`src/rtl/bcd_to_bin_pkg.sv`:
```
// Shared constants, state encoding and digit helpers for the BCD-to-binary converter.
package bcd_to_bin_pkg;

  localparam int N_DIGITS = 8;
  localparam int BIN_W    = 32;
  localparam int ITER_CNT = 32;
  localparam int CNT_W    = 6;

  localparam logic [3:0] DIGIT_MAX  = 4'd9;
  localparam logic [3:0] ADJ_THRESH = 4'd8;
  localparam logic [3:0] ADJ_SUB    = 4'd3;

  typedef enum logic {
    ST_IDLE = 1'b0,
    ST_CONV = 1'b1
  } state_e;

  function automatic logic digit_illegal(input logic [3:0] d);
    return d > DIGIT_MAX;
  endfunction

endpackage

```
`src/rtl/bcd_nibble_adjust.sv`:
```
// Reverse double-dabble correction for one BCD digit: after a right shift a
// digit that picked up a carried-in half-ten reads 8 or more and must drop by 3.
module bcd_nibble_adjust
  import bcd_to_bin_pkg::*;
(
  input  logic [3:0] nib_i,
  output logic [3:0] nib_o
);

  // Subtract 3 from nibbles of 8 or more, pass the rest through.
  always_comb begin
    nib_o = nib_i;
    if (nib_i >= ADJ_THRESH) nib_o = nib_i - ADJ_SUB;
  end

endmodule

```
`src/rtl/bcd_to_bin.sv`:
```
// Serial BCD-to-binary converter using reverse double-dabble, one bit per clock.
//
// state   | meaning
// --------+--------------------------------------------------------------
// ST_IDLE | waiting for start; bin/err hold the last completed result
// ST_CONV | one shift/correct iteration per edge, 32 edges in total
module bcd_to_bin
  import bcd_to_bin_pkg::*;
#(
  parameter int N_DIGITS = bcd_to_bin_pkg::N_DIGITS,
  parameter int BIN_W    = bcd_to_bin_pkg::BIN_W
) (
  input  logic             clk_100kHz,
  input  logic             rst_,
  input  logic             start,
  input  logic [3:0]       bcd0,
  input  logic [3:0]       bcd1,
  input  logic [3:0]       bcd2,
  input  logic [3:0]       bcd3,
  input  logic [3:0]       bcd4,
  input  logic [3:0]       bcd5,
  input  logic [3:0]       bcd6,
  input  logic [3:0]       bcd7,
  output logic [BIN_W-1:0] bin,
  output logic             busy,
  output logic             done,
  output logic             err
);

  localparam int DIG_W = 4 * N_DIGITS;
  localparam logic [CNT_W-1:0] CNT_LAST = CNT_W'(ITER_CNT - 1);

  state_e             state_q, state_d;
  logic [DIG_W-1:0]   dig_q, dig_d;
  logic [BIN_W-1:0]   shr_q, shr_d;
  logic [CNT_W-1:0]   cnt_q, cnt_d;
  logic               errp_q, errp_d;
  logic [BIN_W-1:0]   bin_q, bin_d;
  logic               err_q, err_d;
  logic               done_q, done_d;
  logic               busy_q, busy_d;

  logic [31:0]            bcd_all;
  logic [DIG_W-1:0]       dig_in;
  logic                   any_bad;
  logic [DIG_W+BIN_W-1:0] cat_sh;
  logic [DIG_W-1:0]       dig_sh;
  logic [DIG_W-1:0]       dig_adj;
  logic [BIN_W-1:0]       shr_next;

  assign bcd_all = {bcd7, bcd6, bcd5, bcd4, bcd3, bcd2, bcd1, bcd0};
  assign dig_in  = DIG_W'(bcd_all);

  // Flag any captured digit outside 0..9.
  always_comb begin
    any_bad = 1'b0;
    for (int i = 0; i < N_DIGITS; i++) begin
      if (digit_illegal(dig_in[4*i +: 4])) any_bad = 1'b1;
    end
  end

  assign cat_sh   = {dig_q, shr_q} >> 1;
  assign dig_sh   = cat_sh[DIG_W+BIN_W-1:BIN_W];
  assign shr_next = cat_sh[BIN_W-1:0];

  for (genvar g = 0; g < N_DIGITS; g++) begin : g_adj
    bcd_nibble_adjust u_adj (
      .nib_i(dig_sh[4*g +: 4]),
      .nib_o(dig_adj[4*g +: 4])
    );
  end

  // Next-state and datapath decode; done defaults low so it pulses one cycle.
  always_comb begin
    state_d = state_q;
    dig_d   = dig_q;
    shr_d   = shr_q;
    cnt_d   = cnt_q;
    errp_d  = errp_q;
    bin_d   = bin_q;
    err_d   = err_q;
    done_d  = 1'b0;
    busy_d  = busy_q;
    case (state_q)
      ST_IDLE: begin
        if (start) begin
          dig_d   = dig_in;
          shr_d   = '0;
          cnt_d   = '0;
          errp_d  = any_bad;
          busy_d  = 1'b1;
          state_d = ST_CONV;
        end
      end
      ST_CONV: begin
        dig_d = dig_adj;
        shr_d = shr_next;
        cnt_d = cnt_q + 1'b1;
        if (cnt_q == CNT_LAST) begin
          bin_d   = errp_q ? '0 : shr_next;
          err_d   = errp_q;
          done_d  = 1'b1;
          busy_d  = 1'b0;
          state_d = ST_IDLE;
        end
      end
      default: state_d = ST_IDLE;
    endcase
  end

  // State and datapath registers, cleared asynchronously.
  always_ff @(posedge clk_100kHz or negedge rst_) begin
    if (!rst_) begin
      state_q <= ST_IDLE;
      dig_q   <= '0;
      shr_q   <= '0;
      cnt_q   <= '0;
      errp_q  <= 1'b0;
      bin_q   <= '0;
      err_q   <= 1'b0;
      done_q  <= 1'b0;
      busy_q  <= 1'b0;
    end else begin
      state_q <= state_d;
      dig_q   <= dig_d;
      shr_q   <= shr_d;
      cnt_q   <= cnt_d;
      errp_q  <= errp_d;
      bin_q   <= bin_d;
      err_q   <= err_d;
      done_q  <= done_d;
      busy_q  <= busy_d;
    end
  end

  assign bin  = bin_q;
  assign busy = busy_q;
  assign done = done_q;
  assign err  = err_q;

endmodule

```
`config.mk`:
```
export PLATFORM = sky130hd
export DESIGN_NAME = bcd_to_bin
export DESIGN_NICKNAME = d
export VERILOG_FILES = /design/src/rtl/bcd_to_bin_pkg.sv /design/src/rtl/bcd_nibble_adjust.sv /design/src/rtl/bcd_to_bin.sv
export SDC_FILE = /design/constraint.sdc
export NUM_CORES = 1
export LEC_CHECK = 0
export CORE_UTILIZATION = 30
export CTS_BUF_LIST = sky130_fd_sc_hd__clkbuf_4 sky130_fd_sc_hd__clkbuf_8 sky130_fd_sc_hd__clkbuf_16
export CTS_CLUSTER_SIZE = 24
export DETAILED_ROUTE_END_ITERATION = 6
export MAX_ROUTING_LAYER = met4
export PLACE_DENSITY = 0.47
export SLEW_MARGIN = 20
export SYNTH_ARGS = -nofsm -noshare
export SYNTH_HDL_FRONTEND = slang
export SYNTH_SLANG_ARGS = --single-unit
```
`constraint.sdc`:
```
create_clock -name clk_100kHz -period 1.6 [get_ports clk_100kHz]
set_clock_uncertainty 0.1 [all_clocks]
set_input_delay 0.48 -clock clk_100kHz [delete_from_list [all_inputs] [get_ports clk_100kHz]]
set_output_delay 0.48 -clock clk_100kHz [all_outputs]
set_load 0.02 [all_outputs]
```
==> results.yml, run 1 <==
routing:
  drt_first_pass_iters: 4
  routedWlPerCell_um: 13.7
  drt_iter0_markers: 84
  vias_per_cell: 4.53
  drc_errors: 0
  num_vias: 3624
  routed_wirelength_um: 10900
  route.antenna.remaining_nets: 0
timing:
  tightest_slew_ns: 0.362
  period_share_pct: 97.8
  max_freq_mhz: 639
  rsz0062_at_grt: "true"
  setup_violations: 0
  finalHoldViolations: 0
  slew_headroom_pct: 75.9
  final_max_slew_viol_count: 0
  period_needed_ns: 1.56
cts:
  clk_path_buf_depth: 2
  cts_tree: "built"
  cts_sinks: 106
  root_buffer: "clkbuf_16"
  cts_buffers: 9
  h-tree-depth: 3
  clkTransAtPathRegs_ns: 0.08
  clock_latency_ns: 0.36
  post_cts_buffers: 0
cells_and_area:
  fillers: 1715
  area_growth_syn_to_layout_pct: 23.9
  antennaDiodeCount: 0
  fin_area_sq_um: 6650
  instances_no_fill: 800
  layout-drive-gt1-share_pct: 20.3
  layout.nets: 620
floorplanning:
  die_w_um: 136
  start_util_pct: 30.9
  dieHeight_um: 136
  ios: 70
  fp-row-count: 48
  fp.dieArea_sq_um: 18400
  core_region_area_sq_um: 17400
synth:
  synth_top_area_share_pct: 49.4
  synth_largest_area_cell: "dfrtp_1"
  syn_inst: 493
  synth_cell_types: 34
  ys_ff_latch: 106
  syn-num-nets: 543
  synthTopCellsByArea: "dfrtp_1 (49%), mux2_4 (7.6%), nor2b_1 (6.3%), mux2i_1 (4.8%), o21ai_0 (4.8%)"
  syn_avg_cell_area_sq_um: 10.9
  seq_area_frac_synth_pct: 49.4
  yosys_warnings: 0
  syn_area_sq_um: 5370
critical_path:
  start_kind: "flip-flop"
  r2r-end: "bin[0]$_DFFE_PN0P_"
  cp-end-kind: "flip-flop"
  timing.rr.start: "cnt_q[1]$_DFFE_PN0P_"
  worstPathArrival_ns: 1.71
  critPathRequiredTime_ns: 1.74
  cp_max_fo: 19
  ff2ff_setup_slack_ns: 0.04
  reg2reg_depth: 5
  critPathKind: "flip-flop to flip-flop"
outcome:
  status: "finished, final reports clean"
placement:
  finalWeightedCongestion: 0.733
  dpl.cell_count: 783
  hpwl_um: 7340
  portBuffers: 69
  placed_cell_area_sq_um: 6430
power_and_ir_drop:
  p_leak_uw: 0.00306
  power_density_nw_per_um2: 1670
  ir_worst_vdd_mv: 0.687
global_routing:
  grt_usage_pct: 13.4
  overflow: 0
  antenna_found_initial: 0
  grt_pass1_vias: 3577
  grt_max_degree: 81
  grt_pass1_wl_um: 18500
hold_path:
  worst_hold_path.endpoint: "cnt_q[2]$_DFFE_PN0P_"
  min_path_type: "input port to flip-flop"
  hold_path_depth: 2
  hp-start: "start"
run:
  maxCapViolCount: 0
[cell usage after synthesis, drive strengths merged]
master	count
buf	18
o22ai	7
nand4b	1
nand3	3
o31ai	1
dfrtp	106
xnor2	8
nand2b	35
nor2	6
nor2b	54
a21o	1
a21oi	21
nand2	52
ha	15
mux2	33
a211oi	14
inv	14
o21ai	52
nand4	2
clkbuf	12
o31a	1
or2b	1
o211ai	1
nor3b	1
xor2	8
mux2i	26
[timing repair]
action                                  4_1_cts  5_1_grt
endpoints found under the hold margin        20        0
hold buffers                                  1        0
endpoints found under the setup margin       38       52
pin swaps                                     0        1
resized for setup                           112       27
[layout by cell type, fill, tap and decap left out, drive strengths merged, types with 2 or more instances in the layout]
cell type      Yosys  routed
dfrtp            106     106
clkdlybuf4s50      0      32
nor2               6       6
clkinv             0       2
nand3              3       3
xor2               8       8
nor2b             54      54
o22ai              7       7
ha                15      15
bufinv             0       2
a21oi             21      21
buf               18      57
xnor2              8       8
inv               14      17
clkdlybuf4s15      0       6
a211oi            14      14
nand4              2       2
mux2              33      33
nand2b            35      35
nand2             52      52
mux2i             26      26
o21ai             52      52
clkbuf            12       9
[layout make-up]
class / count / area [sq um] / share of cell area (%)
flip-flops and latches: 106 / 2660 / 39.9
multi-input cells: 343 / 2480 / 37.3
repair buffers: 96 / 853 / 12.8
well taps: 225 / 282 / 4.23
clock buffers: 9 / 225 / 3.39
clock inverters: 7 / 98.8 / 1.49
inverters: 14 / 52.6 / 0.790
[per-layer routing]
metal / global-route usage [%] / share of wire, % / vias to the layer above
li1: - / - / 1809
met1: 17.9 / 51 / 1740
met2: 19.7 / 44 / 65
met3: 3.07 / 3.6 / 10
met4: 5.06 / 1.5 / 0
met5: - / 0 / -
[how the worst max path moves through the flow]
stage / from / end / slack [ns] / depth (start not counted)
6_report: cnt_q[1]$_DFFE_PN0P_ / bin[0]$_DFFE_PN0P_ / 0.04 / 5
5_1_grt: cnt_q[1]$_DFFE_PN0P_ / bin[0]$_DFFE_PN0P_ / -0.03 / 5
4_1_cts: bin[26]$_DFFE_PN0P_ / bin[26] / 0.0007 / 1
3_5_place_dp: bcd6[1] / errp_q$_DFFE_PN0P_ / -0.36 / 5
3_3_place_gp: bcd6[1] / errp_q$_DFFE_PN0P_ / -0.34 / 5
2_1_floorplan: cnt_q[0]$_DFFE_PN0P_ / bin[10]$_DFFE_PN0P_ / 0.01 / 5
[through the flow]
| step | setup TNS [ns] | power [uW] | setup WS (ns) | util (%) | hold WS, ns |
|---|---|---|---|---|---|
| 3_3_place_gp | -0.401 | 8930 | -0.336 | 37.1 | 0.321 |
| 5_1_grt | -0.144 | 12000 | -0.0275 | 38.3 | 0.387 |
| 3_5_place_dp | -0.381 | 9040 | -0.358 | 37.1 | 0.319 |
| 6_report | 0 | 11100 | 0.0359 | 38.3 | 0.382 |
| 2_1_floorplan | 0 | 7450 | 0.0107 | - | 0.0844 |
| 4_1_cts | 0 | 11400 | 0.000711 | 39.1 | 0.379 |
[sequential cells by signal, indices dropped and copies added (netlist names)]
signal   count
busy         1
err          1
done         1
errp_q       1
dig_q       32
shr_q       31
cnt_q        6
bin         32
state_q      1
[power breakdown]
group	internal [uW]	switching, uW
logic	2040	1880
clock network	1390	1070
registers	3790	949
total	7220	3890
[cells by family (layout without fill, tap and decap cells)]
logic type	after synthesis	count (layout)	share of synthesized area, %
muxes	59	59	13.7
AOI/OAI and AO/OA	98	98	10.2
xor gates and xnor gates	16	16	2.61
and+or+nand+nor	155	155	16.0
DFF	106	106	49.4
adders and majority gates	15	15	3.50
buffers and inverters	44	126	4.62
[critical path, cell delays in order (launching register included)]
cell and delay, ns:
dfrtp_1 0.39, ha_4 0.16, nand4b_4 0.12, nor2_8 0.14, buf_12 0.19, mux2_2 0.34
(Power assumes the default switching activity.)
==> run 2: changes to the inputs <==
==> constraint.sdc (replaced) <==
create_clock -name clk_100kHz -period 1.6 [get_ports clk_100kHz]
set_clock_uncertainty 0.1 [all_clocks]
set_input_delay 0.16 -clock clk_100kHz [delete_from_list [all_inputs] [get_ports clk_100kHz]]
set_output_delay 0.16 -clock clk_100kHz [all_outputs]
set_load 0.02 [all_outputs]
==> results.yml, run 2 (synthesis gave the netlist of run 1 again) <==
outcome:
  status: "finished, final reports clean"
cells_and_area:
  antennaDiodeCount: 0
  multi_input_area_sq_um: 2480
  utilization_pct: 39.0
  fillers: 1712
  layout-drive-gt1-share_pct: 13.5
  layout.nets: 615
  layout_common_cells: "dfrtp_1 (105), nor2b_1 (54), nand2_1 (51), o21ai_0 (51), nand2b_1 (35)"
  layout_commonest_cell: "dfrtp_1"
  seq_area_sq_um: 2660
  area_growth_syn_to_layout_pct: 26.0
timing:
  period_needed_ns: 1.56
  tightest_slew_ns: 0.433
  setup_violations: 0
  slew_headroom_pct: 70.8
  max_freq_mhz: 640
  tns_ns: 0
  period_share_pct: 97.6
  hold_slack_ns: 0.182
  rsz0062_at_grt: "true"
  finalHoldViolations: 0
  final_max_slew_viol_count: 0
power_and_ir_drop:
  finalPower_uw: 10900
  ir_worst_vdd_mv: 0.662
  p_leak_uw: 0.00342
  power_density_nw_per_um2: 1620
routing:
  drt_first_pass_iters: 4
  drt_iter0_markers: 182
  routedWlPerCell_um: 13.6
  num_vias: 3601
  routed_wirelength_um: 10800
  route.antenna.remaining_nets: 0
  vias_per_cell: 4.53
  drc_errors: 0
floorplanning:
  dieHeight_um: 136
  start_util_pct: 30.9
  fp-row-count: 48
  core_region_area_sq_um: 17400
  ios: 70
  die_w_um: 136
  fp.dieArea_sq_um: 18400
critical_path:
  cp-end-kind: "flip-flop"
  worstPathArrival_ns: 1.70
  critPathRequiredTime_ns: 1.74
  cp_max_fo: 17
  start_kind: "flip-flop"
  critPathKind: "flip-flop to flip-flop"
cts:
  post_cts_buffers: 0
  h-tree-depth: 3
  cts_tree: "built"
  root_buffer: "clkbuf_16"
  cts_buffers: 9
  clock_latency_ns: 0.35
  clk_path_buf_depth: 2
  clkTransAtPathRegs_ns: 0.07
  cts_sinks: 106
hold_path:
  min_path_type: "input port to asynchronous set/reset pin"
global_routing:
  grt_pass1_vias: 3576
  overflow: 0
  grt_usage_pct: 13.1
  grt_max_degree: 76
  antenna_found_initial: 0
  grt_pass1_wl_um: 18100
placement:
  finalWeightedCongestion: 0.773
  hpwl_um: 7360
  portBuffers: 69
run:
  maxCapViolCount: 0
-- run 2: cell types whose count changed in the layout (fill, tap and decap cells not counted), sizes merged --
cell           previous run  this run
clkdlybuf4s15             6         0
clkbuf                    9        10
buf                      57        23
dlymetal6s2s              0        23
inv                      17        16
bufinv                    2         0
clkinvlp                  0         1
clkinv                    2         3
dlygate4sd2               0        12
-- run 2: final cells by class --
class                   instances  share of cell area [%]
flip-flops and latches        106                    39.3
multi-input cells             343                    36.7
repair buffers                 91                    14.9
well taps                     225                    4.16
clock buffers                  10                    3.44
inverters                      14                   0.777
clock inverters                 6                   0.740
-- run 2: repair_timing --
action                     4_1_cts  5_1_grt
pin swaps                        1        0
setup endpoints to repair       14       40
resized for setup               12       24
hold buffers                     1        0
hold endpoints to repair        66        0
-- run 2: power breakdown --
part	total [uW]	switching (uW)	internal, uW
Combinational	4050	1860	2190
Clock	2160	1060	1090
Sequential	4730	938	3790
-- run 2: layer usage --
layer	track usage, %	part of all wire (%)	vias up
li1	-	-	1793
met1	17.1	50	1734
met2	19.9	45	65
met3	3.37	4.2	9
met4	3.56	1.1	0
met5	-	0	-
-- run 2: path summary, 6_finish.rpt --
kind / slack, ns / endpoint / cells after the start / from
hold / removal: 0.18 / bin[5]$_DFFE_PN0P_ / 2 / rst_
min in group clk_100kHz: 0.22 / busy$_DFFE_PN0P_ / 4 / start
setup / recovery: 0.04 / bin[28]$_DFFE_PN0P_ / 5 / cnt_q[1]$_DFFE_PN0P_
hold reg to reg: 0.39 / dig_q[29]$_DFFE_PN0P_ / 2 / dig_q[30]$_DFFE_PN0P_
setup reg to reg: 0.04 / bin[28]$_DFFE_PN0P_ / 5 / cnt_q[1]$_DFFE_PN0P_
max in group asynchronous: 0.67 / shr_q[26]$_DFFE_PN0P_ / 3 / rst_
-- run 2: per-stage QoR --
step | cells | area [sq um] | setup WS, ns
after CTS | 795 | 6700 | 0.000984
final | 795 | 6760 | 0.0384
after detailed placement | 778 | 6420 | -0.0137
after global placement | 778 | 6420 | 0.00704
after floorplan | 493 | 5380 | 0.0107
after global routing | 795 | 6760 | -0.0291
-- run 2: critical path, stage by stage, from the launching register on --
cell	delay (ns)
dfrtp_1	0.39
ha_4	0.16
nand4b_4	0.12
nor2_8	0.16
buf_12	0.19
mux2_4	0.31
